### src/rtl/uart_pkg.sv
// Shared UART definitions: symbol timing helpers, 8N1 frame constants and FSM encoding.
// Imported by both uart_receiver and uart_transmitter so the two sides agree on timing.
package uart_pkg;

  localparam int   DATA_BITS = 8;
  localparam logic START_BIT = 1'b0;
  localparam logic STOP_BIT  = 1'b1;

  typedef enum logic [2:0] {
    IDLE,
    START,
    DATA,
    STOP,
    WAIT_HIGH
  } uart_state_e;

  function automatic int symbol_edge_time(input int clock_freq, input int baud_rate);
    return clock_freq / baud_rate;
  endfunction

  function automatic int sample_time(input int clock_freq, input int baud_rate);
    return symbol_edge_time(clock_freq, baud_rate) / 2;
  endfunction

endpackage

### src/rtl/sync_2ff.sv
// Two-flop synchroniser for asynchronous inputs (UART line, buttons, switches).
// RESET_VAL lets idle-high lines come out of reset without a false edge.
module sync_2ff #(
  parameter int               WIDTH     = 1,
  parameter logic [WIDTH-1:0] RESET_VAL = '0
) (
  input  logic             clk,
  input  logic             rst_n,
  input  logic [WIDTH-1:0] d_i,
  output logic [WIDTH-1:0] q_o
);

  logic [WIDTH-1:0] meta_q;
  logic [WIDTH-1:0] sync_q;

  always_ff @(posedge clk or negedge rst_n) begin
    if (!rst_n) begin
      meta_q <= RESET_VAL;
      sync_q <= RESET_VAL;
    end else begin
      meta_q <= d_i;
      sync_q <= meta_q;
    end
  end

  assign q_o = sync_q;

endmodule

### src/rtl/uart_receiver.sv
// 8N1 UART receiver with mid-bit sampling and a one-byte valid/ready holding register.
// Framing errors and overruns are reported as single-cycle pulses.
module uart_receiver
  import uart_pkg::*;
#(
  parameter int CLOCK_FREQ = 125_000_000,
  parameter int BAUD_RATE  = 115_200
) (
  input  logic       clk,
  input  logic       reset,
  input  logic       serial_in,
  output logic [7:0] data_out,
  output logic       data_out_valid,
  input  logic       data_out_ready,
  output logic       framing_error,
  output logic       overrun
);

  localparam int N  = symbol_edge_time(CLOCK_FREQ, BAUD_RATE);
  localparam int S  = sample_time(CLOCK_FREQ, BAUD_RATE);
  localparam int CW = $clog2(N);

  uart_state_e          state_q, state_d;
  logic [CW-1:0]        cnt_q, cnt_d;
  logic [2:0]           bit_idx_q, bit_idx_d;
  logic [DATA_BITS-1:0] shift_q, shift_d;
  logic [DATA_BITS-1:0] data_q, data_d;
  logic                 valid_q, valid_d;
  logic                 fe_q, fe_d;
  logic                 ov_q, ov_d;
  logic                 rx_s;
  logic                 sample;

  sync_2ff #(.WIDTH(1), .RESET_VAL(1'b1)) u_sync (
    .clk   (clk),
    .rst_n (reset),
    .d_i   (serial_in),
    .q_o   (rx_s)
  );

  assign sample = (cnt_q == CW'(S));

  always_ff @(posedge clk or negedge reset) begin
    if (!reset) begin
      state_q   <= IDLE;
      cnt_q     <= '0;
      bit_idx_q <= '0;
      shift_q   <= '0;
      data_q    <= '0;
      valid_q   <= 1'b0;
      fe_q      <= 1'b0;
      ov_q      <= 1'b0;
    end else begin
      state_q   <= state_d;
      cnt_q     <= cnt_d;
      bit_idx_q <= bit_idx_d;
      shift_q   <= shift_d;
      data_q    <= data_d;
      valid_q   <= valid_d;
      fe_q      <= fe_d;
      ov_q      <= ov_d;
    end
  end

  always_comb begin
    state_d   = state_q;
    cnt_d     = (cnt_q == CW'(N - 1)) ? '0 : cnt_q + 1'b1;
    bit_idx_d = bit_idx_q;
    shift_d   = shift_q;
    data_d    = data_q;
    valid_d   = valid_q && !data_out_ready;
    fe_d      = 1'b0;
    ov_d      = 1'b0;
    unique case (state_q)
      IDLE: begin
        // Restarting the counter here puts every later sample mid-symbol.
        if (rx_s == START_BIT) begin
          state_d = START;
          cnt_d   = '0;
        end
      end
      START: begin
        if (sample) begin
          if (rx_s == START_BIT) begin
            state_d   = DATA;
            bit_idx_d = '0;
          end else begin
            state_d = IDLE;
          end
        end
      end
      DATA: begin
        if (sample) begin
          shift_d = {rx_s, shift_q[DATA_BITS-1:1]};
          if (bit_idx_q == 3'(DATA_BITS - 1)) state_d = STOP;
          else bit_idx_d = bit_idx_q + 1'b1;
        end
      end
      STOP: begin
        if (sample) begin
          if (rx_s == STOP_BIT) begin
            state_d = IDLE;
            if (!valid_q || data_out_ready) begin
              data_d  = shift_q;
              valid_d = 1'b1;
            end else begin
              ov_d = 1'b1;
            end
          end else begin
            // A held-low line (break) must not be decoded as a stream of 0x00 frames.
            fe_d    = 1'b1;
            state_d = WAIT_HIGH;
          end
        end
      end
      WAIT_HIGH: begin
        if (rx_s == STOP_BIT) state_d = IDLE;
      end
      default: state_d = IDLE;
    endcase
  end

  assign data_out       = data_q;
  assign data_out_valid = valid_q;
  assign framing_error  = fe_q;
  assign overrun        = ov_q;

endmodule

### config.mk
export PLATFORM = sky130hd
export DESIGN_NAME = uart_receiver
export DESIGN_NICKNAME = d
export VERILOG_FILES = /design/src/rtl/uart_pkg.sv /design/src/rtl/sync_2ff.sv /design/src/rtl/uart_receiver.sv
export SDC_FILE = /design/constraint.sdc
export NUM_CORES = 1
export LEC_CHECK = 0
export ABC_AREA = 1
export CAP_MARGIN = 30
export CORE_MARGIN = 5
export CORE_UTILIZATION = 55
export DETAILED_ROUTE_END_ITERATION = 12
export GPL_ROUTABILITY_DRIVEN = 1
export PLACE_DENSITY = 0.76
export SYNTH_ARGS = -nofsm -noshare
export SYNTH_HDL_FRONTEND = slang
export SYNTH_SLANG_ARGS = --single-unit
### constraint.sdc
create_clock -name clk -period 1.9 [get_ports clk]
set_input_delay 0.38 -clock clk [delete_from_list [all_inputs] [get_ports clk]]
set_output_delay 0.38 -clock clk [all_outputs]
set_load 0.02 [all_outputs]
**Word level (Yosys, flattened, before mapping)**

Index checks and enable logic that the tools add are counted.

- Equality and inequality tests: 15
- Reductions and logical operators: 10
- Muxes and demuxes: 28
- Add/subtract/negate cells: 2

Operator list:

| kind | count |
|---|---|
| 11-bit 2-to-1 mux | 3 |
| 3-bit 2-to-1 mux | 11 |
| 3-bit case mux with 5 select lines | 1 |
| 2-bit != test (second input constant) | 7 |
| 11-bit by 1-bit adder with 11-bit output (second input constant) | 1 |
| 11-bit by 10-bit == test with 1-bit output (second input constant) | 1 |
| 11-bit == test (second input constant) | 1 |
| 1-bit 2-to-1 mux | 11 |
| 3-bit by 2-bit == test with 1-bit output (second input constant) | 2 |
| 3-bit == test (second input constant) | 2 |
| 3-bit case mux with 2 select lines | 1 |
| 6-bit AND reduction | 1 |
| 5-bit AND reduction | 1 |
| 4-bit AND reduction | 1 |
| 3-bit by 1-bit adder with 3-bit output (second input constant) | 1 |
| 3-bit by 1-bit == test with 1-bit output (second input constant) | 1 |
| 3-bit zero test | 1 |
| 1-bit zero test | 2 |
| 2-bit 2-to-1 mux | 1 |
| 2-bit by 1-bit != test with 1-bit output (second input constant) | 1 |
| 2-bit AND reduction | 1 |
| 2-bit nonzero test | 1 |
| 1-bit logical AND | 1 |
| 1-bit logical OR | 1 |

- Register bits after elaboration: 38
- Input bits: 4
- Output and inout bits: 11
- Logic and storage cells: 65

**Longest topological paths before layout**

- Depth after elaboration: 6
- Depth in mapped cells: 9
- Gate-level depth less buffers: 9

**By module**

From an unflattened synthesis, not the netlist that was laid out.

- Cell total of the unflattened synthesis: 233
- Area, all modules: 1,924.3 um^2

Modules (own cells, without submodules):

| module | area an instance (um^2) | cells each | sequential area each (um^2) | instances |
|---|---|---|---|---|
| uart_receiver | 1,871.8 | 231 | 900.9 | 1 |
| sync_2ff | 52.6 | 2 | 52.6 | 1 |

**Least setup slack after synthesis**

OpenSTA, ideal clock, no wires.

- Path kind: reg2reg
- From: reg cnt_q[0]
- To: reg shift_q[7]
- Path slack: 0.510 ns
- Arrival time: 1.273 ns
- Data required time: 1.783 ns
- Clock period less this slack: 1.390 ns
- Setup time: 0.117 ns
- Cell stages (with the launch flop): 9
- Buffers on the path: 1
- Cells stage by stage: dfrtp_1 > inv_1 > ha_1 > nand3_1 > nor2_4 > nand3_4 > buf_6 > nand2_1 > o21ai_2

- Word-level cells in the longest chain between the ends: 2

RTL lines:

| element | line | source |
|---|---|---|
| start: declaration | uart_receiver.sv:24 | `logic [CW-1:0] cnt_q, cnt_d;` |
| start signal: assignment | uart_receiver.sv:55 | `cnt_q <= cnt_d;` |
| 11-bit by 10-bit == test with 1-bit output | uart_receiver.sv:41 | `assign sample = (cnt_q == CW'(S));` |
| 2-bit AND reduction (no source line) | -- |  |
| end signal: assignment | uart_receiver.sv:57 | `shift_q <= shift_d;` |
| end: declaration | uart_receiver.sv:26 | `logic [DATA_BITS-1:0] shift_q, shift_d;` |

No other way between the ends.
A chain may end at the register's enable or synchronous reset.

**Worst setup path in the final report**

- From: reg data_q[5], in the netlist data_out[5]
- To: out data_out[5]

RTL lines:

| element | line | source |
|---|---|---|
| start: declaration | uart_receiver.sv:27 | `logic [DATA_BITS-1:0] data_q, data_d;` |
| start signal: assignment | uart_receiver.sv:58 | `data_q <= data_d;` |
| end: declaration | uart_receiver.sv:12 | `output logic [7:0] data_out,` |

No word-level cell between the ends.

==> metrics.txt <==
Port Buffer Count=14; crit path max fanout=2; largest net degree at the start of global routing=39; Clock power frac=35.0%; Overall Global Routing Usage=17.5%; worst path cell trace=clkdlybuf4s50_1; Combinational Power Share=2.0%; Final Hold Viols=0; internal power=997 uW; final setup fails=0; core footprint=3280 um^2; CP Launch Type=flip-flop; final hold slack=47.3 ps; met3 WL post-DR=116 um; crit end category=output pin; delay-heaviest family, CP=buffers and inverters; CP Data Required Time=1520 ps; Synth top area share=49.0%; Slew @ Worst Pin=457 ps; Synth area leaders=dfrtp_1 (49%), nand2_1 (13%), inv_1 (6.1%); worst path arrival time=1350 ps; post-synthesis instance total=219; RSZ-0062 raised after global routing=no; ant diodes=0; synth unique cells=23; Final period util=90.9%; share of layout cells above drive strength 1=13.3%; CTS Buffer Depth=2; First DRT Iteration DRCs=72; Setup Buffers After CTS=0; synthesis warning total=0; Antenna Nets Post-Route=0; pre-CTS setup slack=361 ps; vias in the first global route=1329; PD cells=617 nW/um^2; Via density=4.78; root buf cell=clkbuf_4; Max Clock Skew=16.0 ps; CTS clk-pin slew, worst paths=130 ps; num rows=21; antenna violations before repair=0; fmax=0.579 GHz; max layer used=met4; clock latency on the worst-skew pair=350 ps; DP HPWL=2370 um; Seq cells post-synth=38; CP bufs+invs=1; outcome=finished clean; Seq/Total Area, Yosys=51.8%; Final #Nets=249; # resized after CTS=0; initial core utilization=56.0%; I/O pin cnt=15; sequential share of power=63.0%; Largest stage delay, worst path=610 ps; post-synthesis instance area=1840 um^2; Slowest cell on crit path=clkdlybuf4s50_1; Max IR drop VDD=420 uV; Net Count, Synth=228; post-route setup TNS=0 ps; setup slack after layout=173 ps; minimum clock period=1730 ps; H-tree levels=2; drt total wl=3280 um; WL/cell=11.4 um; routed vias=1373; area leader, netlist=dfrtp_1; layout filler cell count=302; drt drc=0; CTS tree=yes; router iterations before antenna repair=4; Die W=67.8 um; met1 wire length=1580 um; Final GP Congestion=0.797; Slew headroom=69.5%; LEAKAGE=0.00101 uW; # hold bufs at CTS=0; max-slew violations=0; final core occ=63.8%; remaining global-route overflow=0; Layout area overhead=13.9%; Die H=67.8 um; CTS Buf Count=5; Psw=295 uW; CTS sink cnt=38; CP Class=reg2out; Hold WC Path Type=in2async; Net Sw Frac=22.8%; max-cap violation count=0; DR WL met2=1510 um; first-pass GRT wire length=5940 um; Avg Inst Size Synth=8.40 um^2; die area=4600 um^2
==> cell usage after synthesis <==
cell and count:
nand2_2 1, dfrtp_1 36, inv_1 30, nand3b_1 2, inv_2 4, ha_1 5
o21ai_1 2, nand4_2 1, nor2_4 3, nand3_4 1, nor2_1 24, buf_6 1
nand2_1 65, dfstp_2 2, a21oi_1 4, nor3_1 4, o21ai_0 2, nand3_1 19
xor2_1 2, nand3_2 1, o21ai_2 8, xnor2_1 1, clkbuf_1 1
==> flip-flops by register name, summed over array words and instances (netlist names), 3 cells and up <==
register,count
bit_idx_q,3
cnt_q,11
data_out,8
shift_q,8
state_q,3
==> worst paths after layout <==
check / from / endpoint / slack, ps / depth (start not counted)
setup / recovery: data_out[5]$_DFFE_PN0P_ / data_out[5] / 170 / 1
hold / removal: reset / cnt_q[5]$_DFF_PN0_ / 50 / 2
setup reg to reg: cnt_q[0]$_DFF_PN0_ / shift_q[1]$_DFFE_PN0P_ / 360 / 7
hold reg to reg: u_sync.meta_q$_DFF_PN1_ / u_sync.q_o$_DFF_PN1_ / 360 / 0
max in group asynchronous: reset / u_sync.q_o$_DFF_PN1_ / 1490 / 2
min in group clk: u_sync.meta_q$_DFF_PN1_ / u_sync.q_o$_DFF_PN1_ / 360 / 0
==> routing by layer <==
layer  vias to the layer above  track usage [%]
met3                         5             4.60
met5                         -                0
met4                         0             6.70
li1                        716                -
met2                        22             27.0
met1                       630             23.6
==> through the flow <==
| step | std cells | power (uW) | area, um^2 |
|---|---|---|---|
| 5_1_grt | 287 | 1350 | 2100 |
| 4_1_cts | 287 | 1310 | 2100 |
| 3_3_place_gp | 279 | 858 | 2030 |
| 3_5_place_dp | 279 | 858 | 2030 |
| 2_1_floorplan | 219 | 834 | 1840 |
| 6_report | 287 | 1290 | 2100 |
==> cell usage in the layout, fill, tap and decap left out, types with 2 or more instances in the layout <==
cell / synthesis / final
nand3_1: 19 / 19
o21ai_1: 2 / 2
o21ai_0: 2 / 2
inv_1: 30 / 30
o21ai_2: 8 / 8
nand2_1: 65 / 65
dfrtp_1: 36 / 36
xor2_1: 2 / 2
nand3b_1: 2 / 2
buf_4: 0 / 2
nor3_1: 4 / 4
inv_2: 4 / 4
ha_1: 5 / 5
nor2_1: 24 / 24
clkdlybuf4s50_1: 0 / 13
clkbuf_4: 0 / 5
nor2_4: 3 / 3
dfstp_2: 2 / 2
a21oi_1: 4 / 4
==> cell families after synthesis <==
kind of cell    share of synthesized area, %
fa+ha+maj                               3.40
buf+inv                                 7.75
xor+xnor                                1.43
compound gates                          5.99
simple gates                            29.6
flops                                   51.8
==> cell type report <==
class	instances	area, um^2	area share [%]
clock buffers	6	51.3	2.45
clock inverters	2	12.5	0.597
inverters	34	128	6.09
multi-input cells	145	743	35.5
flip-flops and latches	38	953	45.5
well taps	46	57.6	2.75
repair buffers	16	150	7.16
==> power groups by stage <==
stage / registers [uW] / clock network, uW / logic (uW)
after detailed placement: 830 / 0 / 28.4
final: 814 / 452 / 26.3
after CTS: 815 / 468 / 28.3
after global routing: 815 / 508 / 32.1
after floorplan: 829 / 0 / 4.45
after global placement: 830 / 0 / 28.0
(Power assumes the default switching activity.)
